## config.mk

```make
export PLATFORM = sky130hd
export DESIGN_NAME = collision_detector
export DESIGN_NICKNAME = d
export VERILOG_FILES = /design/src/rtl/asteroids_pkg.sv /design/src/rtl/collision_detector_eof_detect.sv /design/src/rtl/collision_detector.sv
export SDC_FILE = /design/constraint.sdc
export NUM_CORES = 1
export LEC_CHECK = 0
export ABC_CLOCK_PERIOD_IN_PS = 5200
export CAP_MARGIN = 25
export CORE_AREA = 8 8 94 96
export DETAILED_ROUTE_END_ITERATION = 7
export DIE_AREA = 0 0 102 104
export GPL_ROUTABILITY_DRIVEN = 0
export HOLD_SLACK_MARGIN = 0.1
export MAX_ROUTING_LAYER = met4
export PLACE_DENSITY = 0.75
export SETUP_SLACK_MARGIN = 0.15
export SLEW_MARGIN = 0
export SYNTH_ARGS = -nofsm -noshare
export SYNTH_HDL_FRONTEND = slang
export SYNTH_SLANG_ARGS = --single-unit
```

## constraint.sdc

```tcl
create_clock -name clk -period 5.2 [get_ports clk]
set_clock_uncertainty 0.15 [all_clocks]
set_input_delay 0.52 -clock clk [delete_from_list [all_inputs] [get_ports clk]]
set_output_delay 0.52 -clock clk [all_outputs]
set_load 0.02 [all_outputs]
```

## src/rtl/asteroids_pkg.sv

```systemverilog
// Shared types and constants for the asteroids collision/scoring logic.
package asteroids_pkg;

  typedef enum logic [1:0] {PLAY, INVULN, OVER} state_t;

  localparam int H_ACTIVE_DEF  = 640;
  localparam int V_ACTIVE_DEF  = 480;
  localparam int SCORE_MAX_DEF = 9999;
  localparam int SCORE_W       = 14;
  localparam int MAX_LANES     = 32;

  function automatic logic [SCORE_W-1:0] popcount(input logic [MAX_LANES-1:0] v);
    logic [SCORE_W-1:0] n;
    n = '0;
    for (int i = 0; i < MAX_LANES; i++) n = n + SCORE_W'(v[i]);
    return n;
  endfunction

endpackage

```

## src/rtl/collision_detector_eof_detect.sv

```systemverilog
// One-cycle end-of-frame pulse on the first clock with py==V_ACTIVE.
// Combinational from py; holding py at V_ACTIVE for many clocks yields one pulse.
module eof_detect #(
  parameter int V_ACTIVE = 480
) (
  input  logic       clk,
  input  logic       resetn,
  input  logic [9:0] py,
  output logic       eof
);

  localparam logic [9:0] V_END = 10'(V_ACTIVE);

  logic at_end;
  logic at_end_q;

  assign at_end = (py == V_END);
  assign eof    = at_end & ~at_end_q;

  always_ff @(posedge clk or negedge resetn) begin
    if (!resetn) at_end_q <= 1'b0;
    else         at_end_q <= at_end;
  end

endmodule

```

## src/rtl/collision_detector.sv

```systemverilog
// Frame-accumulated rock/bullet/ship collisions, score, lives and play state; results update at EOF and hold one frame.
// Optional ROCK_ROCK_COLLIDE_EN also resets rocks that overlap each other (no score).
module collision_detector
  import asteroids_pkg::*;
#(
  parameter int NUM_ROCKS     = 10,
  parameter int H_ACTIVE      = H_ACTIVE_DEF,
  parameter int V_ACTIVE      = V_ACTIVE_DEF,
  parameter int START_LIVES   = 3,
  parameter int INVULN_FRAMES = 120,
  parameter int SCORE_MAX     = SCORE_MAX_DEF
) (
  input  logic                 clk,
  input  logic                 resetn,
  input  logic [9:0]           px,
  input  logic [9:0]           py,
  input  logic [NUM_ROCKS-1:0] rock_pixel,
  input  logic                 bullet_pixel,
  input  logic                 ship_pixel,
  input  logic                 restart,
  output logic [NUM_ROCKS-1:0] rock_reset,
  output logic                 bullet_clear,
  output logic                 ship_hit,
  output logic [SCORE_W-1:0]   score,
  output logic [2:0]           lives,
  output logic                 game_over
);

  localparam int              CNT_W = $clog2(INVULN_FRAMES + 1);
  localparam logic [9:0]      H_END = 10'(H_ACTIVE);
  localparam logic [9:0]      V_END = 10'(V_ACTIVE);
  localparam logic [SCORE_W:0] SAT  = (SCORE_W + 1)'(SCORE_MAX);

  state_t               state;
  logic [CNT_W-1:0]     invuln_cnt;
  logic [NUM_ROCKS-1:0] shot_acc;
  logic [NUM_ROCKS-1:0] ram_acc;
  logic                 crash_acc;
  logic [NUM_ROCKS-1:0] hit_vec;
  logic                 eof;
  logic                 active;
  logic [SCORE_W:0]     score_sum;
  logic [SCORE_W-1:0]   score_next;

  eof_detect #(.V_ACTIVE(V_ACTIVE)) u_eof (
    .clk    (clk),
    .resetn (resetn),
    .py     (py),
    .eof    (eof)
  );

  assign active = (px < H_END) && (py < V_END);

  // Extra MSB catches the carry so the sum saturates instead of wrapping.
  assign score_sum  = {1'b0, score} + {1'b0, popcount(MAX_LANES'(shot_acc))};
  assign score_next = (score_sum > SAT) ? SCORE_W'(SCORE_MAX) : score_sum[SCORE_W-1:0];

`ifdef ROCK_ROCK_COLLIDE_EN
  logic [NUM_ROCKS-1:0] rock_acc;
  logic [NUM_ROCKS-1:0] rr_now;

  always_comb begin
    rr_now = '0;
    for (int i = 0; i < NUM_ROCKS; i++)
      rr_now[i] = rock_pixel[i] & (|(rock_pixel & ~(NUM_ROCKS'(1) << i)));
  end

  always_ff @(posedge clk or negedge resetn) begin
    if (!resetn)     rock_acc <= '0;
    else if (eof)    rock_acc <= '0;
    else if (active) rock_acc <= rock_acc | rr_now;
  end

  assign hit_vec = shot_acc | ram_acc | rock_acc;
`else
  assign hit_vec = shot_acc | ram_acc;
`endif

  always_ff @(posedge clk or negedge resetn) begin
    if (!resetn) begin
      shot_acc  <= '0;
      ram_acc   <= '0;
      crash_acc <= 1'b0;
    end else if (eof) begin
      shot_acc  <= '0;
      ram_acc   <= '0;
      crash_acc <= 1'b0;
    end else if (active) begin
      shot_acc  <= shot_acc | (rock_pixel & {NUM_ROCKS{bullet_pixel}});
      ram_acc   <= ram_acc  | (rock_pixel & {NUM_ROCKS{ship_pixel}});
      crash_acc <= crash_acc | (ship_pixel & (|rock_pixel));
    end
  end

  always_ff @(posedge clk or negedge resetn) begin
    if (!resetn) begin
      state        <= PLAY;
      invuln_cnt   <= '0;
      rock_reset   <= '0;
      bullet_clear <= 1'b0;
      ship_hit     <= 1'b0;
      score        <= '0;
      lives        <= 3'(START_LIVES);
      game_over    <= 1'b0;
    end else if (eof) begin
      rock_reset   <= hit_vec;
      bullet_clear <= |shot_acc;
      ship_hit     <= 1'b0;
      case (state)
        PLAY: begin
          score <= score_next;
          if (crash_acc) begin
            lives    <= lives - 3'd1;
            ship_hit <= 1'b1;
            if (lives == 3'd1) begin
              state     <= OVER;
              game_over <= 1'b1;
            end else begin
              state      <= INVULN;
              invuln_cnt <= CNT_W'(INVULN_FRAMES);
            end
          end
        end
        INVULN: begin
          score <= score_next;
          if (invuln_cnt <= CNT_W'(1)) begin
            state      <= PLAY;
            invuln_cnt <= '0;
          end else begin
            invuln_cnt <= invuln_cnt - CNT_W'(1);
          end
        end
        OVER: begin
          rock_reset <= '1;
          if (restart) begin
            state        <= PLAY;
            game_over    <= 1'b0;
            lives        <= 3'(START_LIVES);
            score        <= '0;
            rock_reset   <= '0;
            bullet_clear <= 1'b0;
          end
        end
        default: state <= PLAY;
      endcase
    end
  end

endmodule

```

==> flow_summary.ini <==
[logic_synthesis]
synth_nets = 438
ys_ff_latch = 61
synth_compound_gate_area_share_pct = 22.2
synth_edf_count = 0
synth_fa_ha_area_share_pct = 7.13
ys_types = 65
avgSynthCellArea_um2 = 9.16
async_reset_ff_share_pct = 100
syn_inst = 387
synth_top_family_by_area = compound AO/OA/AOI/OAI gates
synth-xor-area-share_pct = 0.742
syn_area_mm2 = 0.00354
synth-simple-area-share_pct = 21.6
synthMuxAreaShare_pct = 0.282
yosys_warnings = 0
ys.flop_type = dfrtp_1
synth-seq-area-share_pct = 43.1

[clock_tree]
cts.reportedPaths.clkPinSlew_ns = 0.07
htree_levels = 3
clkSinkCount = 61
worstSkewPairLatency_ns = 0.35
clockBufferDepth = 2
cts-root-buf = clkbuf_8
postCtsSetupBuffers = 0
cts_buffers = 9
cts_tree = yes

[floorplan]
coreArea_mm2 = 0.00745
dieArea_mm2 = 0.0106
die_width_um = 102
start_util_pct = 47.6
die_h_um = 104
rows = 32
ioPinCount = 65

[detailed_routing]
dr.pass1.iters = 5
dr.first_iter.drc_count = 231
drc = 0
antenna_left = 0
vias_per_cell = 5.90
wl_per_cell_um = 16.6
wl_um = 9060
num_vias = 3228

[timing]
fin_ws_ns = 0.382
rsz0062_at_grt = true
finalSetupViolCount = 0
hold_viol = 0
finalCriticalPeriod_ns = 4.82
fin_tns_setup_ns = 0
fin_crit_sh_pct = 92.7
relSlewSlack_pct = 38.2
slew_viol_final = 0
fmax_mhz = 208
tightest_slew_ns = 0.919

[final_layout]
final_layout_size_suffix_gt1_share_pct = 8.09
layout_common_cells = dfrtp_1, clkdlybuf4s50_1, nor2_1, nand2_1, a21oi_1
final_common_cell = dfrtp_1
syn_to_final_growth_pct = 24.3
final_nets = 491
antennaDiodeCount = 0
final_cells = 547

[grt]
grt_use_total_pct = 18.2
grt_overflow = 0
grt_pass1_vias = 3162
antenna_found_initial = 0
grt_pass1_wl_um = 15200
grt_max_degree = 62

[power]
total_power_w = 0.00120
p_clk_share_pct = 39.2
p_seq_share_pct = 44.0
p_sw_w = 0.000329
ir_drop_v = 0.000151
switching_share_pct = 27.5
p_int_w = 0.000868
power_density_mw_per_mm2 = 272
p_leak_nw = 1.85
power_frac_comb_pct = 16.9

[setup_path]
crit_arrival_ns = 4.90
crit_type = register to register
start_kind = register
end_kind = register
path_max_fanout = 13
required_ns = 5.28

[run_status]
status = complete, no violations

[worst_hold_path]
hold_class = primary input to async pin

[run]
drv_cap = 0

[placed_design]
io_buffers = 57
place_worst_setup_slack_ns = 0.350
place_inst = 531
place_hpwl_um = 6630
[worst max-delay path, cell delays in order (launching register included)]
cell     delay, ns
dfrtp_1       0.42
fa_1          0.55
inv_1         0.06
fa_1          0.54
fa_1          0.45
fa_1          0.40
inv_1         0.09
fa_1          0.26
nand3_1       0.23
a21o_1        0.22
a221o_1       0.32
a211o_1       0.31
a211o_2       0.42
a32oi_1       0.21
nand2_1       0.08
[synth_stat cells, types with 2 or more instances]
cell / n / area (µm²)
nor3_1: 7 / 35.0
a211oi_1: 5 / 37.5
a22o_1: 5 / 43.8
xnor2_1: 2 / 17.5
a31oi_1: 5 / 31.3
nand3_1: 11 / 55.1
o31ai_1: 2 / 15.0
and3_1: 3 / 18.8
o21bai_1: 2 / 15.0
nor4_1: 6 / 37.5
o2111ai_1: 2 / 17.5
dfstp_2: 2 / 52.6
dfrtp_1: 59 / 1480
o311ai_0: 10 / 87.6
a211o_1: 2 / 17.5
clkbuf_1: 14 / 52.6
nor2b_1: 3 / 18.8
o41ai_1: 4 / 35.0
buf_2: 2 / 10.0
o211ai_1: 5 / 37.5
o22a_1: 3 / 26.3
fa_1: 7 / 140
nand4_1: 6 / 37.5
nand2_1: 43 / 161
a21oi_1: 31 / 155
o22ai_1: 2 / 12.5
o21ai_0: 14 / 70.1
a21o_1: 3 / 22.5
o21a_1: 5 / 37.5
and2_1: 5 / 31.3
inv_1: 26 / 97.6
nand2b_1: 4 / 25.0
or4_1: 4 / 30.0
or3_1: 2 / 12.5
ha_1: 9 / 113
nor2_1: 43 / 161
[kinds of logic after synthesis]
group,count (synthesis)
multiplexers,1
AO/OA/AOI/OAI,113
XOR/XNOR,3
adder cells (fa/ha/maj),16
buffers and inverters,43
flip-flops,61
AND/OR/NAND/NOR,150
[layer usage]
layer | GRT usage, % | part of all wire (%)
met3 | 3.82 | 5.7
met1 | 22.3 | 43
met5 | - | 0
met4 | 6.72 | 1.0
met2 | 28.7 | 50
[stage by stage]
stage	instance area [µm²]	util, %	hold slack, ns
2_1_floorplan	3540	-	0.0744
3_3_place_gp	4180	56.1	0.304
3_5_place_dp	4180	56.1	0.312
4_1_cts	4400	59.1	0.200
5_1_grt	4400	59.1	0.252
6_report	4400	59.1	0.172
[flip-flops by register name, summed over array words and instances (netlist names), 2 cells and up]
signal and flops:
invuln_cnt 7, lives 3, ram_acc 10, rock_reset 10, score 14, shot_acc 10, state 2
[layout make-up]
cell class | instances | area, µm²
sequential | 61 | 1530
clock buffer | 10 | 138
clock inverter | 6 | 86.3
fill | 668 | 3040
timing repair buffer | 59 | 581
multi-input combinational | 283 | 1840
tap | 102 | 128
inverter | 26 | 97.6
[repair_timing]
| item | 4_1_cts | 5_1_grt |
|---|---|---|
| hold buffers | 0 | 0 |
| endpoints found under the setup margin | 0 | 6 |
| gates resized for setup | 0 | 2 |
| endpoints found under the hold margin | 0 | 0 |
[power groups by stage]
stage | registers [W] | logic (W) | clock network, W
floorplan | 0.000528 | 0.000127 | 0
global placement | 0.000533 | 0.000192 | 0
detailed placement | 0.000534 | 0.000201 | 0
CTS | 0.000525 | 0.000204 | 0.000474
global route | 0.000530 | 0.000225 | 0.000496
finish | 0.000526 | 0.000202 | 0.000469
[path summary, 6_finish.rpt]
check	start	endpoint	slack, ns	cells past startpoint
setup / recovery	score[0]	score[4]	0.38	14
hold / removal	resetn	invuln_cnt[0]	0.17	2
setup reg to reg	score[0]	score[4]	0.38	14
hold reg to reg	rock_reset[0]	rock_reset[0]	0.32	2
max in group asynchronous	resetn	score[7]	4.23	2
min in group clk	rock_reset[0]	rock_reset[0]	0.32	2
(Power assumes the default switching activity.)
==> edit: new RTL, config.mk and constraints unchanged <==
Register the inputs `px`, `py`, `bullet_pixel`, `ship_pixel` and `restart` before use. The logic sees them one clock later. The other inputs are not delayed to match. Comments in the files are not updated.
--- a/src/rtl/collision_detector.sv
+++ b/src/rtl/collision_detector.sv
@@ -32,4 +32,18 @@
   localparam logic [SCORE_W:0] SAT  = (SCORE_W + 1)'(SCORE_MAX);
 
+  logic [9:0] px_q;
+  logic [9:0] py_q;
+  logic bullet_pixel_q;
+  logic ship_pixel_q;
+  logic restart_q;
+
+  always_ff @(posedge clk) begin
+    px_q           <= px;
+    py_q           <= py;
+    bullet_pixel_q <= bullet_pixel;
+    ship_pixel_q   <= ship_pixel;
+    restart_q      <= restart;
+  end
+
   state_t               state;
   logic [CNT_W-1:0]     invuln_cnt;
@@ -46,9 +60,9 @@
     .clk    (clk),
     .resetn (resetn),
-    .py     (py),
+    .py     (py_q),
     .eof    (eof)
   );
 
-  assign active = (px < H_END) && (py < V_END);
+  assign active = (px_q < H_END) && (py_q < V_END);
 
   // Extra MSB catches the carry so the sum saturates instead of wrapping.
@@ -87,7 +101,7 @@
       crash_acc <= 1'b0;
     end else if (active) begin
-      shot_acc  <= shot_acc | (rock_pixel & {NUM_ROCKS{bullet_pixel}});
-      ram_acc   <= ram_acc  | (rock_pixel & {NUM_ROCKS{ship_pixel}});
-      crash_acc <= crash_acc | (ship_pixel & (|rock_pixel));
+      shot_acc  <= shot_acc | (rock_pixel & {NUM_ROCKS{bullet_pixel_q}});
+      ram_acc   <= ram_acc  | (rock_pixel & {NUM_ROCKS{ship_pixel_q}});
+      crash_acc <= crash_acc | (ship_pixel_q & (|rock_pixel));
     end
   end
@@ -133,5 +147,5 @@
         OVER: begin
           rock_reset <= '1;
-          if (restart) begin
+          if (restart_q) begin
             state        <= PLAY;
             game_over    <= 1'b0;
Function: changed (Yosys sat finds a counterexample within 4 cycles, from zero or initial values and one cycle with resetn low).
==> edit against the original RTL <==
  * Sequential cell count grew 16
  * Total power grew 8.6%
  * Synthesized area grew 12%
  * Cell area grew 8.0%
  * Non-clock buffer count grew 1
  * Worst setup slack gained 0.092 ns
  * Routed wire length shrank 1.9%
  * Highest routed layer unchanged
  * Largest cell class unchanged
  * Largest power group unchanged
  * Count of clock-buffer cells in the layout shrank 1
  * First-iteration DRC count shrank 37%
  * Via count grew 0.22%
==> edit: results (changes against the original RTL) <==
initial antenna violation count=0 (unchanged); R2R depth=14 (unchanged); Rel. slew slack=0.436 (+0.0538); CTS resizes=0 (unchanged); Netlist cell types=67 (+3.1%); Yosys warnings=0 (unchanged); FF-to-FF End=score[5]; routed wire length=8890 um (-1.9%); mux share of post-synthesis cell area=0.0129 (+0.0101); sequential-to-total area share from yosys stat=0.465 (+0.0339); most frequent cell after synthesis=dfrtp_1; cell family with most CP delay=adder cells; Worst-Skew Late Latency=0.35 ns (about the same); CP max stage cell=fa_1; # fillers=618 (-7.5%); number of global-route vias before repair=3,341 (+5.7%); Final HPWL DP=6280 um (-5.4%); Synth Area in Compound Gates=0.199 (-0.0234); Ant. Diodes=0 (unchanged); DP Cell Count=544 (+2.4%); Hold Path Class=primary input to async pin; Post-Synth XOR/XNOR Area=0.0110 (+0.00360); Cells after Synth=404 (+4.4%); static leakage=2.04 nW (+10%); Worst VDD drop=0.219 mV (+45%); Critical Path Start=score[0]; Total Nets Final=504 (+2.6%); layout cell share with drive strength beyond 1=0.0983 (+0.0174); register-to-register path setup slack=0.47 ns (+0.09 ns); largest net degree at the start of global routing=62 (unchanged); Reg clk slew, reported paths=0.09 ns (+0.02 ns); Setup WS pre-CTS=0.552 ns (+0.202 ns); hold_ws=0.164 ns (-0.00792 ns); First DRT Iteration DRCs=145 (-37%); port bufs=57 (unchanged); GR Layer Usage met1=0.239 (+0.0161); syn nets=455 (+3.9%); met3 global-route usage=0.0321 (-0.00602); met2 Resource Use GR=0.280 (-0.00650); CP max stage delay=0.54 ns; status=complete, no violations; first drt pass iteration count=4 (-1); max FFs per register=14 (unchanged); Root Buffer Master=clkbuf_8; Total GRT Usage=0.186 (+0.00368); Synth area leaders=dfrtp_1 (37%), dfxtp_1 (8.1%), nand2_1 (4.2%); Congestion Overflow GR=0 (unchanged); first-pass GRT wire length=15,700 um (+3.4%); commonest cells in the synthesized netlist=dfrtp_1 (59), nand2_1 (44), nor2_1 (44); setup bufs post-CTS=0 (unchanged); H-tree levels=3 (unchanged); Critical Path AT=4.80 ns (-0.10 ns); Post-synth ARST share=0.792 (-0.208); CP Max Fanout=13 (unchanged); fin crit period=4.73 ns (-0.0923 ns); FF-to-FF Start=score[0]; DR vias=3,235 (+0.22%); fin cells=560 (+2.4%); Synth Area in Adders=0.0636 (-0.00773); Bufs on Longest Clock Path=2 (unchanged)
[edit: routing by layer]
layer / wire length, um / part of all wire
met1: 3980 / 0.45
met2: 4290 / 0.48
met3: 430 / 0.048
met4: 189 / 0.021
met5: 0 / 0
[edit: cells by family (layout without fill, tap and decap cells)]
group,after synthesis,in the layout
compound gates,106,106
xor+xnor,5,5
fa+ha+maj,16,16
buf+inv,42,96
flops,77,77
mux,4,4
simple gates,154,154
[edit: power breakdown]
part	internal, W	switching [W]
clock network	0.000185	0.000249
logic	0.0000979	0.000110
registers	0.000626	0.0000313
[edit: stage by stage]
step / util / instance area [um2] / power (W)
after floorplan: - / 3970 / 0.000796
after global placement: 0.613 / 4560 / 0.000872
after detailed placement: 0.613 / 4560 / 0.000880
after CTS: 0.638 / 4750 / 0.00131
after global routing: 0.638 / 4750 / 0.00137
final: 0.638 / 4750 / 0.00130
[edit: final cells by class]
type                            instances  area share
Tap cell                              102      0.0268
Clock inverter                          7      0.0142
Inverter                               20      0.0158
Timing Repair Buffer                   60       0.124
Sequential cell                        77       0.389
Clock buffer                            9      0.0261
Multi-Input combinational cell        285       0.404
[edit: how the worst max path moves through the flow]
stage,endpoint,depth (start not counted)
CTS,score[5],14
detailed placement,score[5],14
floorplan,score[9],15
global placement,score[5],14
global route,score[5],14
finish,score[5],14
